<file path="src/rtl/count_down_timer.sv">
// count_down_timer
//   Loadable, saturating down-counter used as a phase/interval timer by the
//   traffic-light controller. A value is loaded, and the count then steps
//   down by one on each enabled clock until it reaches zero, where it holds.
//
//   Ports:
//     clk          rising-edge clock for all state
//     reset        asynchronous, active-low reset (count -> 0, max -> all-ones)
//     down         decrement enable
//     load         synchronous load strobe, has priority over down
//     in           value captured into the count when load=1
//     currentCount present count, straight from the register
//
// sat_updown_counter
//   Generic saturating up/down counter with a loadable ceiling (max). It is
//   shared with other blocks, so the up path and the max load are complete
//   even though the timer leaves them idle.
//
//   Ports:
//     clk, reset   as above
//     up / down    step enables; both high means hold
//     load, in     load the count (clipped to the current max)
//     loadMax      load the ceiling from maxIn
//     count        registered count

module sat_updown_counter #(
    parameter int BIT_WIDTH = 5
) (
    input  logic                 clk,
    input  logic                 reset,
    input  logic                 up,
    input  logic                 down,
    input  logic                 load,
    input  logic                 loadMax,
    input  logic [BIT_WIDTH-1:0] in,
    input  logic [BIT_WIDTH-1:0] maxIn,
    output logic [BIT_WIDTH-1:0] count
);

    logic [BIT_WIDTH-1:0] max;
    logic [BIT_WIDTH-1:0] max_next;
    logic [BIT_WIDTH-1:0] count_next;
    logic [BIT_WIDTH-1:0] load_val;

    always_comb begin
        max_next   = max;
        load_val   = in;
        count_next = count;

        if (loadMax) begin
            max_next = maxIn;
        end

        // A load above the ceiling is clipped; with max at all-ones this
        // never triggers.
        if (in > max) begin
            load_val = max;
        end

        // in is only looked at under load, so an undriven in cannot
        // disturb the count while load is low.
        if (load) begin
            count_next = load_val;
        end else if (up && !down) begin
            // >= also pulls the count back down if max was lowered below it.
            if (count >= max) begin
                count_next = max;
            end else begin
                count_next = count + 1'b1;
            end
        end else if (down && !up) begin
            if (count != '0) begin
                count_next = count - 1'b1;
            end
        end
    end

    always_ff @(posedge clk or negedge reset) begin
        if (!reset) begin
            count <= '0;
            max   <= '1;
        end else begin
            count <= count_next;
            max   <= max_next;
        end
    end

endmodule

module count_down_timer #(
    parameter int BIT_WIDTH = 5
) (
    input  logic                 clk,
    input  logic                 reset,
    input  logic                 down,
    input  logic                 load,
    input  logic [BIT_WIDTH-1:0] in,
    output logic [BIT_WIDTH-1:0] currentCount
);

    localparam logic [BIT_WIDTH-1:0] ALL_ONES = '1;

    logic [BIT_WIDTH-1:0] count;

    // The ceiling stays at its reset value of all-ones, so every load value
    // is accepted unclipped and the up path is never used.
    sat_updown_counter #(
        .BIT_WIDTH (BIT_WIDTH)
    ) counter (
        .clk     (clk),
        .reset   (reset),
        .up      (1'b0),
        .down    (down),
        .load    (load),
        .loadMax (1'b0),
        .in      (in),
        .maxIn   (ALL_ONES),
        .count   (count)
    );

    assign currentCount = count;

endmodule

</file>
<file path="config.mk">
export PLATFORM = sky130hd
export DESIGN_NAME = count_down_timer
export DESIGN_NICKNAME = d
export VERILOG_FILES = /design/src/rtl/count_down_timer.sv
export SDC_FILE = /design/constraint.sdc
export NUM_CORES = 1
export LEC_CHECK = 0
export BUFFER_PORTS_ARGS = -buffer_cell sky130_fd_sc_hd__buf_4
export CORE_MARGIN = 1
export CORE_UTILIZATION = 30
export CTS_CLUSTER_SIZE = 25
export DETAILED_ROUTE_END_ITERATION = 12
export PLACE_DENSITY = 0.56
export SLEW_MARGIN = 20
export SYNTH_ARGS = -nofsm -noshare
export SYNTH_HDL_FRONTEND = slang
export SYNTH_HIERARCHICAL = 1
export SYNTH_SLANG_ARGS = --single-unit
</file>
<file path="constraint.sdc">
create_clock -name clk -period 4.32 [get_ports clk]
set_input_delay 0.864 -clock clk [delete_from_list [all_inputs] [get_ports clk]]
set_output_delay 0.864 -clock clk [all_outputs]
set_load 0.01 [all_outputs]
</file>
==> impl_metrics.env <==
export IMPL_clock_path_buffers=2
export IMPL_post_place_ws_ps=1752
export IMPL_yosys_warnings=6
export IMPL_dp_hpwl_um=1879
export IMPL_worstSetupPathType="in2reg"
export IMPL_final_antenna_net_count=0
export IMPL_grt_pass1_vias=871
export IMPL_fin_setup_tns_ps=0
export IMPL_hold_viol_final=0
export IMPL_grt_use_total=0.1441
export IMPL_die_y_um=61.01
export IMPL_reg2reg_to="counter/count[2]$_DFFE_PN0P_"
export IMPL_grt_ovfl_total=0
export IMPL_grt_antenna_before_repair=0
export IMPL_clkTransAtPathRegs_ps=70
export IMPL_ctsHoldBuffers=0
export IMPL_fp_dieW_um=61.01
export IMPL_grt_setup_unrepaired="false"
export IMPL_crit_fanout=7
export IMPL_leakagePower_nw=0.5512
export IMPL_numPortBuffers=13
export IMPL_drive_above_1_share=0.2500
export IMPL_grt_max_degree=12
export IMPL_cts_setup_buffers=0
export IMPL_drc=0
export IMPL_fmax_mhz=434.8
export IMPL_worstSetupStartpointType="primary input"
export IMPL_wire_per_inst_um=12.54
export IMPL_ioPinCount=14
export IMPL_cts_tree="done"
export IMPL_synth_area_um2=1045
export IMPL_p_per_area_nw_per_um2=379.0
export IMPL_ys_ff_latch=10
export IMPL_synthArstFlopShare=1.000
export IMPL_slew_viol_final=0
export IMPL_clock_latency_ps=260
export IMPL_hold_class="in2async"
export IMPL_gp_congestion=0.7760
export IMPL_vdd_drop_max_v=0.0001737
export IMPL_cp_endpoint="counter/count[2]$_DFFE_PN0P_"
export IMPL_start_util=0.3131
export IMPL_detail_route_iter0_violations=35
export IMPL_syn_to_final_growth_pct=18.68
export IMPL_syn_avg_cell_area_um2=8.634
export IMPL_dieArea_um2=3722
export IMPL_antenna_cells=0
export IMPL_synthCells=121
export IMPL_fin_crit_sh=0.5324
export IMPL_synth_ff_type="dfstp_2"
export IMPL_first_pass_iters=4
export IMPL_multiInputGateArea_um2=758.2
export IMPL_num_vias=935
export IMPL_viasPerCell=5.027
export IMPL_fin_skew_ps=2.034
export IMPL_crit_path_end_kind="register"
export IMPL_setup_viol=0
export IMPL_cts_buffers=3
export IMPL_placementRows=21
export IMPL_min_period_ps=2300
export IMPL_final_seq_area_um2=256.5
export IMPL_synth_seq_area_share=0.2455
export IMPL_yosysUniqueCellTypes=46
export IMPL_grt_pass1_wl_um=3974
export IMPL_critPathRequiredTime_ps=4470
export IMPL_layout_setup_ws_ps=2020
export IMPL_reg2reg_depth=8
export IMPL_cts_resized_gates=0
export IMPL_critPathLaunch="in[2]"
export IMPL_wirelength_um=2332
export IMPL_synth_edf_count=0
export IMPL_worstReg2RegStart="counter/max[2]$_DFFE_PN1P_"
export IMPL_n_fill_cell=373
export IMPL_cts_htree_levels=1
export IMPL_cts_sinks=10
export IMPL_coreArea_um2=3337
export IMPL_root_buffer="clkbuf_4"
export IMPL_outcome="finished, final reports clean"
export IMPL_reg2reg_slack_ps=2090
export IMPL_crit_arrival_ps=2450
export IMPL_maxCapViolCount=0
export IMPL_fin_nets=162
power by group:
| group | leakage (nW) | total [mW] | internal (mW) | switching (mW) |
|---|---|---|---|---|
| registers | 0.112 | 0.150 | 0.113 | 0.0372 |
| logic | 0.419 | 0.235 | 0.108 | 0.127 |
| clock network | 0.0210 | 0.0849 | 0.0512 | 0.0337 |
through the flow:
stage	util	hold WS [ps]	power (mW)	std cells	instance area (µm²)
floorplan	-	514.4	0.3237	128	1071
global placement	0.3607	576.4	0.3815	182	1204
detailed placement	0.3607	579.8	0.3857	182	1204
CTS	0.3716	405.4	0.4747	186	1240
global route	0.3716	409.3	0.5138	186	1240
finish	0.3716	416.1	0.4699	186	1240
cell usage in the layout, fill, tap and decap left out, drive strengths merged, types with 2 or more instances in the layout:
| cell | count |
|---|---|
| a211oi | 2 |
| mux2 | 3 |
| o31ai | 2 |
| mux2i | 3 |
| conb | 9 |
| dfrtp | 5 |
| o211ai | 4 |
| nand2 | 13 |
| a21oi | 7 |
| o21ai | 10 |
| nand3 | 5 |
| a21o | 2 |
| nor2b | 3 |
| buf | 13 |
| nand2b | 3 |
| ha | 12 |
| dfstp | 5 |
| nor2 | 7 |
| inv | 9 |
| clkbuf | 4 |
state kept, by name, indices dropped and copies added, names as in the netlist:
register       flops
counter/count      5
counter/max        5
worst min-delay path by stage:
stage,start,end,slack (ps)
after floorplan,counter/max[4]$_DFFE_PN1P_,counter/max[4]$_DFFE_PN1P_,510
after global placement,counter/max[4]$_DFFE_PN1P_,counter/max[4]$_DFFE_PN1P_,580
after detailed placement,counter/max[2]$_DFFE_PN1P_,counter/max[2]$_DFFE_PN1P_,580
after CTS,reset,counter/count[3]$_DFFE_PN0P_,410
after global routing,reset,counter/count[4]$_DFFE_PN0P_,410
final,reset,counter/count[4]$_DFFE_PN0P_,420
Yosys cell counts (all sizes together), types with 3 or more instances:
cell type / number / area, µm²
dfstp: 5 / 131.4
nor2b: 3 / 26.27
mux2: 3 / 33.78
nand3: 5 / 30.03
a21oi: 7 / 38.79
nand2b: 3 / 18.77
mux2i: 3 / 30.03
dfrtp: 5 / 125.1
o211ai: 4 / 30.03
nor2: 7 / 26.28
inv: 9 / 33.78
buf: 3 / 15.01
o21ai: 10 / 57.56
nand2: 13 / 48.80
ha: 12 / 150.1
metal layers:
layer,vias to the layer above,share of wire,global-route usage
met5,-,0,0
met4,0,0.0034,0.04221
met3,2,0.046,0.01891
met2,22,0.46,0.2104
met1,437,0.49,0.2202
li1,474,-,-
cell families (layout without fill, tap and decap cells):
kind of cell | Yosys count | after routing | share of synthesized area
xor+xnor | 2 | 2 | 0.01677
flops | 10 | 10 | 0.2455
fa+ha+maj | 12 | 12 | 0.1437
mux | 6 | 6 | 0.06108
simple gates | 38 | 38 | 0.1868
compound gates | 37 | 37 | 0.2850
buf+inv | 14 | 26 | 0.05389
other cells | 2 | 9 | 0.007188
cell type report:
class                           instances  share of cell area
Clock buffer                            4             0.02926
Inverter                                9             0.02725
Multi-Input combinational cell        104              0.6115
Sequential cell                        10              0.2069
Tap cell                               46             0.04642
Timing Repair Buffer                   13             0.07871
critical path, cell delays in order:
cell and delay (ps):
buf_4 110, ha_1 300, o211ai_1 160, a21oi_1 70, o21ai_2 320, mux2i_1 280
nor2_1 60, o32a_1 280
Power figures use the tool's default switching activity.
